[src/rtl/rot_serializer.sv]
// ---------------------------------------------------------------------------
// rot_serializer
//
// Purpose:
//   Takes a byte from the barrel rotator output bus with a valid/ready
//   handshake and sends it out one bit per accepted serial transfer.
//   Bit order is chosen by LSB_FIRST. The first bit appears one cycle after
//   the byte is accepted. A new byte can be accepted during the transfer of
//   the final bit, so frames follow each other with no idle cycle.
//
// Configuration:
//   ROT_SERIALIZER_PARITY_EN - when defined, an even-parity bit (XOR of the
//                              eight data bits) follows the data bits, which
//                              gives 9-bit frames. When undefined, frames are
//                              8 bits and the design has no parity logic.
//
// Parameters:
//   LSB_FIRST  0 = send IN[7] first, 1 = send IN[0] first
//
// Ports:
//   CLK        in   clock; all state updates on the rising edge
//   RST        in   asynchronous, active-high reset
//   IN[7:0]    in   rotated byte from the barrel rotator
//   IN_VALID   in   IN holds a byte to transfer
//   IN_READY   out  the block accepts IN this cycle (combinational)
//   SER_READY  in   downstream accepts the current serial bit
//   SER_OUT    out  current serial bit (registered)
//   SER_VALID  out  SER_OUT carries a valid bit
//   SER_LAST   out  current bit is the final bit of the frame
//   BUSY       out  state is not IDLE
// ---------------------------------------------------------------------------
module rot_serializer #(
   parameter bit LSB_FIRST = 1'b0
) (
   input  logic       CLK,
   input  logic       RST,
   input  logic [7:0] IN,
   input  logic       IN_VALID,
   output logic       IN_READY,
   input  logic       SER_READY,
   output logic       SER_OUT,
   output logic       SER_VALID,
   output logic       SER_LAST,
   output logic       BUSY
);

`ifdef ROT_SERIALIZER_PARITY_EN
   typedef enum logic [1:0] {S_IDLE, S_DATA, S_PARITY} state_t;
`else
   typedef enum logic [0:0] {S_IDLE, S_DATA} state_t;
`endif

   state_t     r_state;
   logic [7:0] r_shift;     // byte latched at acceptance, held for the whole frame
   logic [2:0] r_cnt;       // index of the bit currently on SER_OUT
   logic       r_ser_out;
   logic       r_ser_valid;
   logic       r_ser_last;

   logic       w_accept;
   logic       w_adv;
   logic       w_final;
   logic [2:0] w_nxt;
   logic       w_nxt_bit;
   logic       w_first_bit;

   // The bit currently on SER_OUT leaves on this edge.
   assign w_adv    = r_ser_valid & SER_READY;
   // The final bit of the frame leaves on this edge; a new byte may be taken.
   assign w_final  = r_ser_valid & r_ser_last & SER_READY;
   assign IN_READY = (r_state == S_IDLE) | w_final;
   assign w_accept = IN_VALID & IN_READY;

   // Bits are picked from the held byte by index rather than shifted out.
   // For MSB-first order the index is reversed: ~k equals 7-k for 3 bits.
   assign w_nxt       = r_cnt + 3'd1;
   assign w_nxt_bit   = r_shift[LSB_FIRST ? w_nxt : ~w_nxt];
   assign w_first_bit = LSB_FIRST ? IN[0] : IN[7];

   assign SER_OUT   = r_ser_out;
   assign SER_VALID = r_ser_valid;
   assign SER_LAST  = r_ser_last;
   assign BUSY      = (r_state != S_IDLE);

   always_ff @(posedge CLK or posedge RST) begin
      if (RST) begin
         r_state     <= S_IDLE;
         r_shift     <= 8'h00;
         r_cnt       <= 3'd0;
         r_ser_out   <= 1'b0;
         r_ser_valid <= 1'b0;
         r_ser_last  <= 1'b0;
      end else if (w_accept) begin
         // Acceptance takes priority. It happens in IDLE or while the final
         // bit leaves, so that is the back-to-back path too.
         r_state     <= S_DATA;
         r_shift     <= IN;
         r_cnt       <= 3'd0;
         r_ser_out   <= w_first_bit;
         r_ser_valid <= 1'b1;
         r_ser_last  <= 1'b0;
      end else if (w_adv) begin
         case (r_state)
            S_DATA: begin
               if (r_cnt != 3'd7) begin
                  r_cnt     <= w_nxt;
                  r_ser_out <= w_nxt_bit;
`ifdef ROT_SERIALIZER_PARITY_EN
                  r_ser_last <= 1'b0;
`else
                  r_ser_last <= (w_nxt == 3'd7);
`endif
               end else begin
`ifdef ROT_SERIALIZER_PARITY_EN
                  // The eighth data bit has left; the parity bit ends the frame.
                  r_state    <= S_PARITY;
                  r_cnt      <= 3'd0;
                  r_ser_out  <= ^r_shift;
                  r_ser_last <= 1'b1;
`else
                  r_state     <= S_IDLE;
                  r_cnt       <= 3'd0;
                  r_ser_out   <= 1'b0;
                  r_ser_valid <= 1'b0;
                  r_ser_last  <= 1'b0;
`endif
               end
            end
            default: begin
               // End of the frame with no new byte waiting.
               r_state     <= S_IDLE;
               r_cnt       <= 3'd0;
               r_ser_out   <= 1'b0;
               r_ser_valid <= 1'b0;
               r_ser_last  <= 1'b0;
            end
         endcase
      end
   end

endmodule
[config.mk]
export PLATFORM = sky130hd
export DESIGN_NAME = rot_serializer
export DESIGN_NICKNAME = d
export VERILOG_FILES = /design/src/rtl/rot_serializer.sv
export SDC_FILE = /design/constraint.sdc
export NUM_CORES = 1
export LEC_CHECK = 0
export ABC_AREA = 1
export CAP_MARGIN = 40
export CORE_MARGIN = 5
export CORE_UTILIZATION = 52
export CTS_CLUSTER_DIAMETER = 50
export CTS_CLUSTER_SIZE = 28
export DETAILED_ROUTE_END_ITERATION = 8
export HOLD_SLACK_MARGIN = 0.12
export PLACE_DENSITY = 0.81
export REMOVE_ABC_BUFFERS = 1
export SYNTH_ARGS = -nofsm -noshare
export SYNTH_HDL_FRONTEND = slang
export SYNTH_SLANG_ARGS = --single-unit
export TNS_END_PERCENT = 1
[constraint.sdc]
create_clock -name CLK -period 2.87 [get_ports CLK]
set_input_delay 0.287 -clock CLK [delete_from_list [all_inputs] [get_ports CLK]]
set_output_delay 0.287 -clock CLK [all_outputs]
set_load 0.03 [all_outputs]
**After elaboration in Yosys (flattened, before gate mapping)**

Index checks and enable logic that the tools add are counted.

- Register bits: 15
- Output and inout bits: 5

- $add $sub $neg: 1
- Order comparisons: 1
- Eq/ne operators: 3
- Mux-type cells: 22
- Bitwise logic cells: 7
- Reduce and logical (&&, ||, !) cells: 2

Operators with widths:

| cell | number |
|---|---|
| 1-bit two-way mux | 17 |
| 3-bit two-way mux | 4 |
| 3-bit != test, second input constant | 2 |
| 1-bit AND | 4 |
| 3-bit by 4-bit less-than comparator with 1-bit output, second input constant | 1 |
| 3-bit by 1-bit adder with 3-bit output, second input constant | 1 |
| 1-bit binary-select mux with 3-bit select | 1 |
| 3-bit == test, second input constant | 1 |
| 3-bit NOT | 1 |
| 2-bit AND reduction | 1 |
| 2-bit nonzero test | 1 |
| 1-bit NOT | 1 |
| 1-bit bitwise OR | 1 |

**Longest topological paths before layout**

- Depth after elaboration: 8
- Gate-level depth with buffers: 9
- Gate-level depth less buffers: 9

**Worst setup path after synthesis**

No wires, ideal clock.

- Path kind: register to register
- From: reg r_ser_valid, in the netlist SER_VALID
- To: reg r_ser_last, in the netlist SER_LAST
- Setup time: 126 ps
- Arrival: 1233 ps
- Setup slack: 1511 ps
- Stages on the path, launching flop included: 8
- Buffers on the path: 0
- Clock period less this slack: 1359 ps
- Path through: dfrtp_1 nand3_2 nand2_2 nand2_4 nand2_1 inv_1 nand2_1 o21ai_0

- Longest elaborated chain between the ends: 5

Ends and longest elaborated chain:

| element | RTL line | text |
|---|---|---|
| start, declared | 57 | `logic r_ser_valid;` |
| start signal, assigned | 91 | `r_ser_valid <= 1'b0;` |
| start signal, assigned | 100 | `r_ser_valid <= 1'b1;` |
| start signal, assigned | 124 | `r_ser_valid <= 1'b0;` |
| 1-bit AND * (2 in series) | 70 | `assign w_final = r_ser_valid & r_ser_last & SER_READY;` |
| 1-bit bitwise OR * | 71 | `assign IN_READY = (r_state == S_IDLE) \| w_final;` |
| via IN_READY | 39 | `output logic IN_READY,` |
| 1-bit AND * | 72 | `assign w_accept = IN_VALID & IN_READY;` |
| 1-bit two-way mux or 2-bit nonzero test (tied branches) | n/a |  |
| end signal, assigned | 111 | `r_ser_last <= (w_nxt == 3'd7);` |
| end, declared | 58 | `logic r_ser_last;` |

Mark *: on every way through the listed nets, which the timed path passes. The rest lies on a longest branch.
A chain may end at the register's enable or synchronous reset.

**Final worst setup path**

- From: in SER_READY
- To: out IN_READY

- Longest elaborated chain between the ends: 2

Ends and longest elaborated chain:

| element | RTL line | text |
|---|---|---|
| start, declared | 40 | `input logic SER_READY,` |
| 1-bit AND | 70 |  |
| 1-bit bitwise OR | 71 |  |
| end, declared | 39 |  |

Every way passes these cells.

==> key figures <==
Worst hold path
  – Worst min path class: primary input to asynchronous set/reset pin

Critical path
  – Most common cell on crit path: clkdlybuf4s50_1
  – Crit-path max FO: 3
  – CP Class: primary input to output port
  – Critical path cell sequence: clkdlybuf4s50_1 > nand3_2 > nand2_2 > clkdlybuf4s50_1
  – Crit path launch type: primary input
  – Worst Path Required: 2580 ps
  – R2r setup slk: 1320 ps
  – Nature of the critical path endpoint: output port
  – Slowest CP cell: clkdlybuf4s50_1
  – CP max stage delay: 670 ps
  – WP data arrival: approximately 1700 ps

Global route
  – Grt peak-use layer: met2
  – Met1 usage: 0.156
  – Total GRT Usage: 0.141
  – Overflow after GRT: 0
  – GR Util met2: 0.246
  – Initial antenna violation count: 0
  – Largest net degree at the start of global routing: 17
  – Number of global-route vias before repair: 652
  – Met3 Resource Use GR: 0.0271
  – Global-route wire length before repair: 2700 µm

Floorplanning
  – FP Rows: 14
  – Core footprint: 0.00151 mm²
  – Die Area: 0.00246 mm²
  – Die extent in y: 49.6 µm
  – Initial Util: 0.542
  – Ports: 17
  – Die W: 49.6 µm

Run
  – Max cap viols: 0

Cells and area
  – Final core utilization: 0.666
  – Layout cells sized above 1: 0.153
  – Syn-to-layout area delta: 22.8%
  – Nets: between 100 and 150
  – Antenna fix cells: 0
  – Fill cells: 136

Place
  – Post-place setup slack: 909 ps
  – Hpwl dp: 1160 µm
  – RD Place Congestion: 0.876
  – # port buffers: 16

STA
  – Worst hold slack: 346 ps
  – Final Skew: 4.83 ps
  – Achievable Freq: 512 MHz
  – Fin worst setup slack: 916 ps
  – Final Hold Fails: 0
  – Setup-failing EPs final: 0
  – Final-report max-slew violation count: 0
  – Min cycle time layout: 1950 ps
  – RSZ-0062 raised after global routing: false
  – Worst slew margin: 0.624
  – Tightest Pin Transition: 563 ps
  – Setup TNS: 0 ps
  – Fin crit share: 0.681

Synth
  – EDFF count, synth: 0
  – Cell taking the most area after synthesis: dfrtp_1
  – Predominant post-synthesis flop cell: dfrtp_1
  – Avg Inst Size Synth: 8.25 µm²
  – Top cells by area, synth: dfrtp_1 (46%), nand2_1 (17%), o21ai_2 (8.6%)
  – Synth warn: 0
  – Count of cell types in the netlist: 15
  – Most common cell in the synthesized netlist: nand2_1
  – Ys async rst share: 1.00
  – Mapped Cells: 99
  – Register bit total from synthesis: 15
  – Most frequent cells after synthesis: nand2_1 (36), inv_1 (16), dfrtp_1 (15)
  – Synth top area share: 0.459
  – Seq/Total Area, Yosys: 0.459
  – Mapped cell area: roughly 800 µm²

Routing
  – Number of remaining DRC errors: 0
  – Total number of vias: 684
  – Routed length per instance: 11.6 µm
  – First-pass DRT Iterations: 4
  – Routed Antenna Nets: 0
  – Routed WL: 1560 µm
  – Vias/cell: between 5 and 6
  – Initial detailed-routing violation count: 18

CTS
  – CTS Buf Count: 3
  – CTS clk-pin slew, worst paths: 90 ps
  – Root buffer cell: clkbuf_4
  – Post-CTS Setup Inserts: 0
  – CTS tree: done
  – Hold-fix buffers, CTS: 0
  – # resized after CTS: 0
  – Longest Clk Path Bufs: 2
  – Clk_lat worst skew: 290 ps
  – CTS H-tree depth: 1
  – Clock Sinks: 15

Power and ir drop
  – Worst vdd ir: 0.000492 V
  – Static Leak: roughly 0.52 nW
  – Tot Pwr: 1.02 mW
  – Pwr Density: 1020 mW/mm²

Status
  – Status: complete, no violations
## metal layers
layer	share of wire	vias up
li1	-	346
met1	0.42	316
met2	0.49	17
met3	0.063	5
met4	0.022	0
met5	0	-
## where the power goes
part	switching (mW)	internal (mW)
registers	0.0579	0.305
logic	0.325	0.211
clock network	0.0658	0.0541
total	0.449	0.570
## state kept, by name (all words and copies together) (netlist names)
register	cells
r_cnt	3
BUSY	1
SER_LAST	1
r_shift	8
SER_OUT	1
SER_VALID	1
## layout make-up
cell class	count	area (µm²)	share of cell area
inverter	17	68.8	0.0686
timing repair buffer	16	160	0.160
clock buffer	4	26.3	0.0262
multi-input combinational	66	353	0.352
tap	16	20.0	0.0200
sequential	15	375	0.374
## final timing paths
| kind | to | start | depth (start not counted) |
|---|---|---|---|
| max | IN_READY | SER_READY | 4 |
| max in group asynchronous | SER_OUT | RST | 2 |
| min | SER_VALID | RST | 2 |
| min in group CLK | r_cnt[2] | r_cnt[2] | 2 |
| max reg2reg | SER_OUT | r_cnt[0] | 9 |
| min reg2reg | r_cnt[2] | r_cnt[2] | 2 |
## placed cells by master (no fill, tap or decap)
cell type         n
nand2_1          36
inv_1            16
clkdlybuf4s50_1  16
dfrtp_1          15
o21ai_2           8
nand3_1           7
nand2_2           4
o21ai_0           3
ha_1              3
clkbuf_4          3
nand3_2           1
nand2_4           1
inv_6             1
nor2_1            1
nor3_1            1
o21ai_1           1
clkbuf_1          1
## metrics by stage
stage                     std cells  instance area, µm²
after floorplan                  98                 797
after CTS                       134                1000
after detailed placement        130                 977
final                           134                1000
after global routing            134                1000
after global placement          130                 977
## worst max-delay path, delay by kind of cell
kind / cells / cell delay (ps)
buf+inv: 2 / 1180
simple gates: 2 / 190
## cell families after synthesis
kind of cell / share of synthesized area
simple gates: 0.276
buf+inv: 0.109
flops: 0.459
compound gates: 0.110
fa+ha+maj: 0.0459
No activity file was read; power rests on OpenSTA's default activity.
==> patch 1, RTL diff (same settings) <==
Add a define of `ROT_SERIALIZER_PARITY_EN`.
--- a/src/rtl/rot_serializer.sv
+++ b/src/rtl/rot_serializer.sv
@@ -29,6 +29,8 @@
 //   SER_LAST   out  current bit is the final bit of the frame
 //   BUSY       out  state is not IDLE
 // ---------------------------------------------------------------------------
+`define ROT_SERIALIZER_PARITY_EN
+
 module rot_serializer #(
    parameter bit LSB_FIRST = 1'b0
 ) (
Behaviour: not the same (Yosys sat finds a counterexample within 10 cycles, from zero or initial values and one cycle with RST high).
==> patch 1 against the original RTL <==
Count of clock-buffer cells in the layout stayed put; sequential cell count rose by 1; clock skew down 0.0029 ns; setup slack worse by 0.089 ns; non-clock buffer count did not move; cell area grew 18%; critical path depth did not move; power up 26%; sequential power up 11%; wire length grew 35%; combinational power up 35%; synthesized area grew 18%; clock power is 26% higher.
==> patch 1: results <==
export IMPL_slowest_stage="clkdlybuf4s50_1"
export IMPL_yosysWarnings=0
export IMPL_status="complete, no violations"
export IMPL_clock_path_buffers=2
export IMPL_ys_async_sr_fraction=1.00
export IMPL_first_iter_violations=27
export IMPL_track_usage=0.180
export IMPL_wl_per_cell_um=11.6
export IMPL_worstMarginPinSlew_ns=0.602
export IMPL_fillers=151
export IMPL_synth_seq_area_share=0.415
export IMPL_synth_area_top_cells="dfrtp_1 (41%), nand2_1 (24%), inv_1 (6.6%), nand3_1 (5.7%), o21ai_0 (3.6%)"
export IMPL_ctsHtreeMaxLevel=1
export IMPL_gp_congestion=0.817
export IMPL_post_drt_via_cell_ratio=4.92
export IMPL_synth_top_cells_by_count="nand2_1 (62), inv_1 (17), dfrtp_1 (16), nand3_1 (11), o21ai_0 (7)"
export IMPL_grt_pass1_wl_um=3720
export IMPL_root_buffer="clkbuf_4"
export IMPL_slowest_delay_ns=0.70
export IMPL_peakVddDrop_uv=571
export IMPL_nNetsFinal=172
export IMPL_synth_adder_area_share=0.0259
export IMPL_p_sw_mw=0.613
export IMPL_grt_max_degree=17
export IMPL_cpLargestDelayFamily="buffers and inverters"
export IMPL_cts_buffers_inserted=3
export IMPL_leakage_nw=0.618
export IMPL_ys_flop_type="dfrtp_1"
export IMPL_clk_latency_ns=0.29
export IMPL_post_cts_resized=0
export IMPL_crit_fanout=6
export IMPL_diodes=0
export IMPL_synthMuxAreaShare=0
export IMPL_clock_skew_ns=0.00194
export IMPL_cp_arrival_ns=1.76
export IMPL_drive_above_1_share=0.0828
export IMPL_drt_antenna_violating_nets=0
export IMPL_synth_compound_area_frac=0.115
export IMPL_yosysUniqueCellTypes=18
export IMPL_r2r_cells=7
export IMPL_grt_pass1_vias=865
export IMPL_cts_setup_buffers=0
export IMPL_drtPass1Iterations=4
export IMPL_worst_hold_path_type="input port to async pin"
export IMPL_synth_xor_area_frac=0.00907
export IMPL_dp_hpwl_um=1580
export IMPL_clkTransAtPathRegs_ns=0.09
export IMPL_reg_top3="r_shift x8, r_cnt x3, r_state x2"
export IMPL_hold_buffers=0
export IMPL_antenna_found_initial=0
[patch 1: worst paths after layout]
kind                         endpoint  slack [ns]        from
min                        r_shift[2]        0.35         RST
max                          IN_READY        0.83   SER_READY
max reg2reg                   SER_OUT        1.34    r_cnt[0]
max in group asynchronous    SER_LAST        2.13         RST
min in group CLK           r_state[0]        0.51  r_state[0]
min reg2reg                r_state[0]        0.51  r_state[0]
[patch 1: power by group through the flow]
| stage | Sequential [mW] | Clock (mW) | Combinational [mW] |
|---|---|---|---|
| global route | 0.419 | 0.160 | 0.827 |
| finish | 0.404 | 0.151 | 0.725 |
| detailed placement | 0.407 | 0 | 0.715 |
| global placement | 0.403 | 0 | 0.689 |
| CTS | 0.403 | 0.151 | 0.725 |
| floorplan | 0.411 | 0 | 0.521 |
[patch 1: logic make-up after synthesis]
logic type | after synthesis
AO/OA/AOI/OAI | 18
XOR/XNOR | 1
AND/OR/NAND/NOR | 82
buffers and inverters | 19
flip-flops | 16
adder cells (fa/ha/maj) | 2
[patch 1: through the flow]
stage           util  cell area, um^2  worst slack, ns  cells
2_1_floorplan      -              955             1.29    137
3_3_place_gp   0.657             1150            0.844    178
3_5_place_dp   0.657             1150            0.822    178
4_1_cts        0.677             1180            0.822    182
5_1_grt        0.677             1180            0.765    182
6_report       0.677             1180            0.828    182
[patch 1: cell type report]
| class | instances | area share |
|---|---|---|
| sequential | 16 | 0.339 |
| tap | 25 | 0.0265 |
| timing repair buffer | 16 | 0.135 |
| multi-input combinational | 103 | 0.412 |
| clock buffer | 4 | 0.0307 |
| inverter | 18 | 0.0571 |
[patch 1: layer usage]
layer / part of all wire / routed length (um) / vias up / global-route usage
met5: 0 / 0 / - / 0
met4: 0.0095 / 20 / 0 / 0.0638
met3: 0.049 / 104 / 3 / 0.0254
met2: 0.50 / 1050 / 31 / 0.312
met1: 0.44 / 939 / 396 / 0.225
li1: - / - / 466 / -
==> patch 2, RTL diff (same flow settings) <==
Without the edit above. Make the reset (`RST`) synchronous in one clocked block. Comments in the files are not updated.
--- a/src/rtl/rot_serializer.sv
+++ b/src/rtl/rot_serializer.sv
@@ -82,7 +82,7 @@
    assign SER_LAST  = r_ser_last;
    assign BUSY      = (r_state != S_IDLE);
 
-   always_ff @(posedge CLK or posedge RST) begin
+   always_ff @(posedge CLK) begin
       if (RST) begin
          r_state     <= S_IDLE;
          r_shift     <= 8'h00;
Behaviour: differs if RST is asserted again (counterexample within 4 cycles, from zero or initial values and one cycle with RST high); with RST held inactive, the same outputs for 10 cycles.
==> patch 2 against the original RTL <==
Setup slack improved by 0.0028 ns; cell area fell by 10%; critical path depth did not move; synthesized area fell by 14%; wire length fell by 17%; fmax rose by 0.14%; sequential cell count did not move; critical endpoint unchanged.
Power is not compared: it rests on default switching activity, and its combinational part moved more than twofold at a synthesized area within 25%.
==> patch 2: results <==
export IMPL_status="complete, no violations"
export IMPL_wl_per_cell_um=9.80
export IMPL_synth_area_top_cells="dfxtp_1 (43%), nand2_1 (11%), nor2_1 (8.5%), nand3_1 (7.1%), a21oi_1 (5.7%)"
export IMPL_synth_top_cells_by_count="nand2_1 (20), nor2_1 (16), dfxtp_1 (15), nand3_1 (10), a21oi_1 (8)"
export IMPL_fin_util=0.700
export IMPL_r2r_setup_slack_ns=1.44
export IMPL_r2r_start="r_cnt[0]"
export IMPL_buffer_area_frac=0.178
export IMPL_met3_length_um=108
export IMPL_synth_compound_area_frac=0.133
export IMPL_met3_usage=0.0383
export IMPL_r2r_end="SER_OUT"
export IMPL_dp_worst_setup_slack_ns=0.908
export IMPL_finalWirelength_um=1290
export IMPL_synth_seq_area_share=0.426
export IMPL_worst_hold_path_type="flop to flop"
export IMPL_nNetsFinal=133
export IMPL_worstMarginPinSlew_ns=0.307
export IMPL_r2r_cells=8
export IMPL_fillers=116
export IMPL_dp_hpwl_um=1050
export IMPL_post_drt_via_cell_ratio=4.92
export IMPL_sh_seq_area=0.334
export IMPL_clock_skew_ns=0.00610
export IMPL_globalRouteMet2Util=0.263
export IMPL_grt_pass1_wl_um=2340
export IMPL_drive_above_1_share=0.103
export IMPL_crit_fanout=4
export IMPL_track_usage=0.151
export IMPL_drt_met1_wl_um=538
export IMPL_first_iter_violations=9
export IMPL_gr_usage_met1=0.167
export IMPL_synth_adder_area_share=0.0532
export IMPL_synthCells=98
==> patch 2: cell types whose count changed in the layout (fill, tap and decap cells not counted), moves of 3 or more <==
| cell | delta |
|---|---|
| o21ai_1 | +6 |
| o21ai_2 | -8 |
| dfxtp_1 | +15 |
| a21oi_1 | +8 |
| nor2_1 | +15 |
| nand3_1 | +3 |
| inv_2 | +3 |
| inv_1 | -9 |
| dfrtp_1 | -15 |
| nand2_1 | -16 |
==> patch 2: worst max-delay path: stages <==
cell and delay [ns]:
clkdlybuf4s50_1 0.49, nand3_1 0.10, nand2_2 0.11, clkdlybuf4s50_1 0.68
==> patch 2: worst max path at each step <==
stage                          end  slack, ns  cells after the start
after floorplan            SER_OUT       1.49                      7
after global placement    IN_READY       0.94                      4
after detailed placement  IN_READY       0.91                      4
after CTS                 IN_READY       0.91                      4
after global routing      IN_READY       0.87                      4
final                     IN_READY       0.92                      4
